==> src/rtl/ascon_host_pkg.sv <==
// ascon_host_pkg: shared states, widths and helpers for the Ascon serial host
package ascon_host_pkg;
  typedef enum logic [2:0] {IDLE, CRST, SHIFT, START, CAPTURE, DONE} state_e;
  localparam int NONCE_W = 128;
  localparam int TAG_W = 128;
  localparam int RND_W = 64;
  localparam int RND_LANES = 7;
  function automatic int max4(input int a, input int b, input int c, input int d);
    int m;
    m = (a > b) ? a : b;
    m = (m > c) ? m : c;
    return (m > d) ? m : d;
  endfunction
endpackage

==> src/rtl/ascon_host_piso.sv <==
// ascon_host_piso: N-lane parallel-in/serial-out, MSB-first, zero tail once W bits are out
module ascon_host_piso #(
  parameter int W = 64,
  parameter int N = 3
) (
  input  logic         clk,
  input  logic         rst,
  input  logic         load_i,
  input  logic         shift_i,
  input  logic [N*W-1:0] par_i,
  output logic [N-1:0] ser_o
);
  logic [N-1:0][W-1:0] sr_q, sr_d;
  logic [N-1:0] ser_q, ser_d;
  assign ser_o = ser_q;
  // each lane emits its MSB and shifts in a zero, so the tail after W bits is 0
  always_comb begin
    sr_d = load_i ? par_i : sr_q;
    ser_d = '0;
    for (int s = 0; s < N; s++) begin
      ser_d[s] = shift_i ? sr_q[s][W-1] : 1'b0;
      if (shift_i) sr_d[s] = sr_q[s] << 1;
    end
  end
  // shadow shift register and registered lane outputs
  always_ff @(posedge clk or posedge rst)
    if (rst) begin
      sr_q <= '0;
      ser_q <= '0;
    end else begin
      sr_q <= sr_d;
      ser_q <= ser_d;
    end
endmodule

==> src/rtl/ascon_serial_host.sv <==
// ascon_serial_host: serialises a masked job to a bit-serial Ascon core and collects ct/tag; ASCON_HOST_DECRYPT_EN adds decrypt mode
module ascon_serial_host
  import ascon_host_pkg::*;
#(
  parameter int K = 128,
  parameter int L = 80,
  parameter int Y = 80,
  parameter int TIMEOUT = 4096
) (
  input  logic                       clk,
  input  logic                       rst,
  input  logic                       job_valid,
  output logic                       job_ready,
  input  logic [3*K-1:0]             key_in,
  input  logic [3*NONCE_W-1:0]       nonce_in,
  input  logic [3*L-1:0]             ad_in,
  input  logic [3*Y-1:0]             pt_in,
  input  logic [RND_LANES*RND_W-1:0] rnd_in,
`ifdef ASCON_HOST_DECRYPT_EN
  input  logic                       mode_in,
  output logic                       dec_start_so,
  input  logic                       dec_ready_si,
  input  logic                       auth_si,
  output logic                       auth_out,
`endif
  output logic                       core_rst,
  output logic [2:0]                 key_so,
  output logic [2:0]                 nonce_so,
  output logic [2:0]                 ad_so,
  output logic [2:0]                 pt_so,
  output logic [RND_LANES-1:0]       r_so,
  output logic                       enc_start_so,
  input  logic                       enc_ready_si,
  input  logic                       ct_si,
  input  logic                       tag_si,
  output logic                       res_valid,
  input  logic                       res_ready,
  output logic [Y-1:0]               ct_out,
  output logic [TAG_W-1:0]           tag_out,
  output logic                       err
);
  localparam int SHIFT_LEN = max4(K, NONCE_W, L, Y) + 2;
  localparam int CW = $clog2(SHIFT_LEN + 1);
  localparam int WW = $clog2(TIMEOUT + 1);
  localparam logic [CW-1:0] C_LAST = CW'(SHIFT_LEN - 1);
  localparam logic [WW-1:0] W_LAST = WW'(TIMEOUT - 1);

  if (Y > TAG_W || Y < 2) begin : g_bad_y
    $error("ascon_serial_host: Y must lie in 2..128");
  end

  state_e state_q, state_d;
  logic [CW-1:0] c_q, c_d;
  logic [7:0] n_q, n_d;
  logic [WW-1:0] wd_q, wd_d;
  logic job_ready_q, job_ready_d, core_rst_q, core_rst_d, enc_start_q, enc_start_d;
  logic res_valid_q, res_valid_d, err_q, err_d;
  logic [Y-1:0] ct_q, ct_d;
  logic [TAG_W-1:0] tag_q, tag_d;
  logic accept, shift, ready;

  assign accept = (state_q == IDLE) && job_valid;
  assign shift = (state_q == CRST) || (state_q == SHIFT && c_q != C_LAST);

`ifdef ASCON_HOST_DECRYPT_EN
  logic mode_q, mode_d, dec_start_q, dec_start_d, auth_q, auth_d;
  assign ready = mode_q ? dec_ready_si : enc_ready_si;
  assign enc_start_d = (state_d == START) && !mode_d;
  assign dec_start_d = (state_d == START) && mode_d;
  assign dec_start_so = dec_start_q;
  assign auth_out = auth_q;
`else
  assign ready = enc_ready_si;
  assign enc_start_d = state_d == START;
`endif

  assign job_ready_d = state_d == IDLE;
  assign core_rst_d = state_d == CRST;
  assign res_valid_d = state_d == DONE;

  assign job_ready = job_ready_q;
  assign core_rst = core_rst_q;
  assign enc_start_so = enc_start_q;
  assign res_valid = res_valid_q;
  assign err = err_q;
  assign ct_out = ct_q;
  assign tag_out = tag_q;

  ascon_host_piso #(.W(K)) u_key (
    .clk(clk), .rst(rst), .load_i(accept), .shift_i(shift), .par_i(key_in), .ser_o(key_so));
  ascon_host_piso #(.W(NONCE_W)) u_nonce (
    .clk(clk), .rst(rst), .load_i(accept), .shift_i(shift), .par_i(nonce_in), .ser_o(nonce_so));
  ascon_host_piso #(.W(L)) u_ad (
    .clk(clk), .rst(rst), .load_i(accept), .shift_i(shift), .par_i(ad_in), .ser_o(ad_so));
  ascon_host_piso #(.W(Y)) u_pt (
    .clk(clk), .rst(rst), .load_i(accept), .shift_i(shift), .par_i(pt_in), .ser_o(pt_so));
  ascon_host_piso #(.W(RND_W), .N(RND_LANES)) u_rnd (
    .clk(clk), .rst(rst), .load_i(accept), .shift_i(shift), .par_i(rnd_in), .ser_o(r_so));

  // job sequencing: counters leave their state instead of wrapping; results arrive LSB-first
  always_comb begin
    state_d = state_q;
    c_d = c_q;
    n_d = n_q;
    wd_d = wd_q;
    err_d = err_q;
    ct_d = ct_q;
    tag_d = tag_q;
`ifdef ASCON_HOST_DECRYPT_EN
    mode_d = mode_q;
    auth_d = auth_q;
`endif
    case (state_q)
      IDLE: if (job_valid) begin
        state_d = CRST;
        err_d = 1'b0;
        ct_d = '0;
        tag_d = '0;
`ifdef ASCON_HOST_DECRYPT_EN
        mode_d = mode_in;
        auth_d = 1'b0;
`endif
      end
      CRST: begin
        state_d = SHIFT;
        c_d = '0;
      end
      SHIFT: if (c_q == C_LAST) begin
        state_d = START;
        wd_d = '0;
      end else c_d = c_q + 1'b1;
      START: if (ready) begin
        state_d = CAPTURE;
        n_d = '0;
`ifdef ASCON_HOST_DECRYPT_EN
        auth_d = auth_si;
`endif
      end else if (wd_q == W_LAST) begin
        state_d = DONE;
        err_d = 1'b1;
      end else wd_d = wd_q + 1'b1;
      CAPTURE: begin
        tag_d = {tag_si, tag_q[TAG_W-1:1]};
        if (n_q < 8'(Y)) ct_d = {ct_si, ct_q[Y-1:1]};
        if (n_q == 8'd127) state_d = DONE;
        else n_d = n_q + 1'b1;
      end
      DONE: if (res_ready) begin
        state_d = IDLE;
        err_d = 1'b0;
      end
      default: state_d = IDLE;
    endcase
  end

  // state, counters and every output are registered
  always_ff @(posedge clk or posedge rst)
    if (rst) begin
      state_q <= IDLE;
      c_q <= '0;
      n_q <= '0;
      wd_q <= '0;
      job_ready_q <= 1'b1;
      core_rst_q <= 1'b0;
      enc_start_q <= 1'b0;
      res_valid_q <= 1'b0;
      err_q <= 1'b0;
      ct_q <= '0;
      tag_q <= '0;
`ifdef ASCON_HOST_DECRYPT_EN
      mode_q <= 1'b0;
      dec_start_q <= 1'b0;
      auth_q <= 1'b0;
`endif
    end else begin
      state_q <= state_d;
      c_q <= c_d;
      n_q <= n_d;
      wd_q <= wd_d;
      job_ready_q <= job_ready_d;
      core_rst_q <= core_rst_d;
      enc_start_q <= enc_start_d;
      res_valid_q <= res_valid_d;
      err_q <= err_d;
      ct_q <= ct_d;
      tag_q <= tag_d;
`ifdef ASCON_HOST_DECRYPT_EN
      mode_q <= mode_d;
      dec_start_q <= dec_start_d;
      auth_q <= auth_d;
`endif
    end
endmodule

==> config.mk <==
export PLATFORM = sky130hd
export DESIGN_NAME = ascon_serial_host
export DESIGN_NICKNAME = d
export VERILOG_FILES = /design/src/rtl/ascon_host_pkg.sv /design/src/rtl/ascon_host_piso.sv /design/src/rtl/ascon_serial_host.sv
export SDC_FILE = /design/constraint.sdc
export NUM_CORES = 2
export LEC_CHECK = 0
export BUFFER_PORTS_ARGS = -buffer_cell sky130_fd_sc_hd__buf_2
export CAP_MARGIN = 40
export CORE_AREA = 2 2 748 750
export DETAILED_ROUTE_END_ITERATION = 8
export DIE_AREA = 0 0 750 752
export GPL_TIMING_DRIVEN = 0
export PLACE_DENSITY = 0.32
export REMOVE_ABC_BUFFERS = 1
export SLEW_MARGIN = 20
export SYNTH_ARGS = -nofsm -noshare
export SYNTH_HDL_FRONTEND = slang
export SYNTH_HIERARCHICAL = 1
export SYNTH_SLANG_ARGS = --single-unit
==> constraint.sdc <==
create_clock -name clk -period 14.92 [get_ports clk]
set_input_delay 1.492 -clock clk [delete_from_list [all_inputs] [get_ports clk]]
set_output_delay 1.492 -clock clk [all_outputs]
set_load 0.005 [all_outputs]
==> metrics.md <==
| Metric | Value |
|---|---|
| Status | completed |
| Drt wl/cell | 19.5 um |
| Share of cells above drive strength 1 | 26.8% |
| Ys Warns | 6 |
| CORE AREA | 556000 um2 |
| Post-synth top cells | 2102 x nand2_1, 1959 x dfrtp_1, 1699 x mux2i_1 |
| Synth async-reset ratio | 100% |
| First-pass GRT wire length | 511000 um |
| Total track usage | 12.2% |
| Post-synth EDFFs | 0 |
| Setup crit start kind | flip-flop |
| Final Hold Viols | 0 |
| Total Wirelength | 358000 um |
| Register area share after synthesis | 54.4% |
| Post-DRT Antenna Nets | 0 |
| CP max FO | 21 |
| Period utilisation layout | 66.3% |
| Sw Share | 38.5% |
| Setup violators final | 0 |
| CTS Buf Count | 275 |
| Pint | 15600 uW |
| Vias per inst | 3.83 |
| CP Class | flip-flop to flip-flop |
| # rows | 274 |
| Synth top area share | 54.3% |
| Die extent in y | 752 um |
| FF+latch count, synth | 1960 |
| Vias in the first global route | 71.6k |
| Post_cts resized | 0 |
| CTS tree | yes |
| Clock Pin Slew Worst Setup and Hold Paths | 60 ps |
| Final Skew | 71.2 ps |
| Worst vdd ir | 0.111 mV |
| Max-slew violations | 0 |
| Worst Tran Pin Value | 862 ps |
| Syn_area_per_cell | 10.6 um2 |
| Clock power share | 26.5% |
| Cell repeated most along the worst path | buf_2 |
| Num ports | 1935 |
| Most common cell in the netlist | nand2_1 |
| Synthesized cell area | 90200 um2 |
| Library cells used by synthesis | 53 |
| Maximum Capacitance Violations | 0 |
| Period minus WS final | 9900 ps |
| Post-Syn Instances | 8490 |
| Initial DRT Pass Iterations | 7 |
| Worst EP required | 15690 ps |
| Initial DRC count | 3649 |
| CTS H-tree depth | 5 |
| Worst EP arrival | 10670 ps |
| Gate power share | 39.9% |
| Biggest cell delay along the critical path | 630 ps |
| CTS Hold Buffers Added | 0 |
| Hold WS | 436 ps |
| Fmax | 101 MHz |
| Drt drc | 0 |
| Root buffer cell | clkbuf_16 |
| Worst Setup End Kind | flip-flop |
| Via Count | 70.4k |
| Hpwl dp | 277000 um |
| Final setup TNS | 0 ps |
| Clock sink count | 1960 |
| Die X | 750 um |
| Port bufs | 1934 |
| HP Class | flip-flop to flip-flop |
| Sequential power share | 33.7% |
| Dominant synthesized flop cell | dfrtp_1 |
| Area added between synthesis and finish | 31.0% |
| Slew margin rel. | 42.4% |
| Top cell family by delay on the critical path | buffers and inverters |
| Largest net degree at the start of global routing | 84 |
| Skew-Pair Late Insertion Delay | 930 ps |
| Largest cells by area after synthesis | dfrtp_1 54%, mux2i_1 19%, o21ai_1 9.0% |
| Die area | 564000 um2 |
| Placer congestion estimate | 0.750 |
| GRT overflow | 0 |
| Initial Util | 16.2% |
| Sw power | 9770 uW |
| Lkg Pwr | 0.0513 uW |
| Cell Pwr Density | 215 nW/um2 |
| CP bufs+invs | 39 |
| Unrepaired setup endpoints after global routing | false |
| CP max stage cell | dfrtp_1 |
| Nets@finish | 12.3k |
| Postcts setup bufs | 0 |
| Top cell type by total area after synthesis | dfrtp_1 |
| CTS max path bufs | 4 |
| Initial antenna violation count | 656 |
==> through the flow <==
| step | instances | area, um2 | utilization, % | total power (uW) | setup WS (ps) |
|---|---|---|---|---|---|
| final | 18400 | 118000 | 21.3 | 25400 | 5020 |
| after global routing | 18300 | 118000 | 21.2 | 27600 | 4270 |
| after CTS | 18200 | 118000 | 21.2 | 26000 | 4860 |
| after detailed placement | 17800 | 109000 | 19.6 | 19000 | 4020 |
| after global placement | 17200 | 104000 | 18.6 | 16400 | -377600 |
| after floorplan | 7844 | 84600 | - | 16900 | -244720 |
==> routing by layer <==
metal  track usage, %  vias up  wire length, um
met4             4.38      354            13500
met5            0.168        -             2160
li1                 -    33600                -
met1             14.4    33000           145000
met2             19.6     2316           163000
met3             5.30     1217            34400
==> power by group through the flow <==
stage	clock, uW	sequential [uW]	combinational, uW
6_report	6720	8540	10100
5_1_grt	7230	8820	11600
4_1_cts	7030	8560	10400
3_5_place_dp	0	8620	10400
3_3_place_gp	0	7380	9010
2_1_floorplan	0	7850	9020
==> cells in the final DEF (no fill, tap or decap), types with 68 or more instances in the layout <==
cell,Yosys,routed
nand2_1,2102,2102
mux2i_1,1699,1699
buf_16,0,75
dfrtp_1,1959,1959
diode_2,0,165
buf_2,255,2241
o21ai_1,1621,1621
clkbuf_1,191,68
clkbuf_16,0,277
o21ai_0,277,277
buf_4,22,107
==> worst paths after layout <==
kind                                        startpoint                             to  slack (ps)  depth (start not counted)
max                               state_q[0]$_DFF_PP0_    u_rnd/sr_q[250]$_DFFE_PP0P_        5020                         42
min                        u_key/sr_q[380]$_DFFE_PP0P_    u_key/sr_q[381]$_DFFE_PP0P_         440                          2
max reg2reg                       state_q[0]$_DFF_PP0_    u_rnd/sr_q[250]$_DFFE_PP0P_        5020                         42
min reg2reg                u_key/sr_q[380]$_DFFE_PP0P_    u_key/sr_q[381]$_DFFE_PP0P_         440                          2
max in group asynchronous                          rst    u_rnd/sr_q[353]$_DFFE_PP0P_       12230                          5
min in group asynchronous                          rst  u_nonce/sr_q[349]$_DFFE_PP0P_         830                          2
==> tightest hold or removal path, cell delays in order, from the launching register on <==
cell and delay, ps:
dfrtp_1 340, nand2_1 50, o21ai_1 60
==> registers in the layout, indices dropped and copies added, names as in the netlist, 3 cells and up <==
name           count
wd_q              13
state_q            3
c_q                8
u_nonce/ser_o      3
tag_out          128
ct_out            80
u_rnd/ser_o        7
u_pt/ser_o         3
u_key/ser_o        3
n_q                8
u_nonce/sr_q     384
u_ad/sr_q        240
u_ad/ser_o         3
u_pt/sr_q        240
u_rnd/sr_q       448
u_key/sr_q       384
==> final cells by class <==
cell class / instances / area, um2
multi-input cells: 5870 / 35600
repair buffers: 2464 / 14700
clock inverters: 79 / 1110
fillers: 61500 / 437000
inverters: 14 / 97.6
clock buffers: 401 / 7960
diodes: 165 / 413
well taps: 7452 / 9320
flip-flops and latches: 1960 / 49000
==> logic make-up after synthesis <==
| kind of cell | Yosys count | share of synthesized area, % |
|---|---|---|
| AND/OR/NAND/NOR | 2226 | 9.59 |
| flip-flops | 1960 | 54.4 |
| adder cells (fa/ha/maj) | 4 | 0.0555 |
| buffers and inverters | 660 | 6.28 |
| multiplexers | 1699 | 18.8 |
| XOR/XNOR | 7 | 0.0679 |
| AO/OA/AOI/OAI | 1934 | 10.8 |
Note: power is estimated with default switching activity, not from simulation.
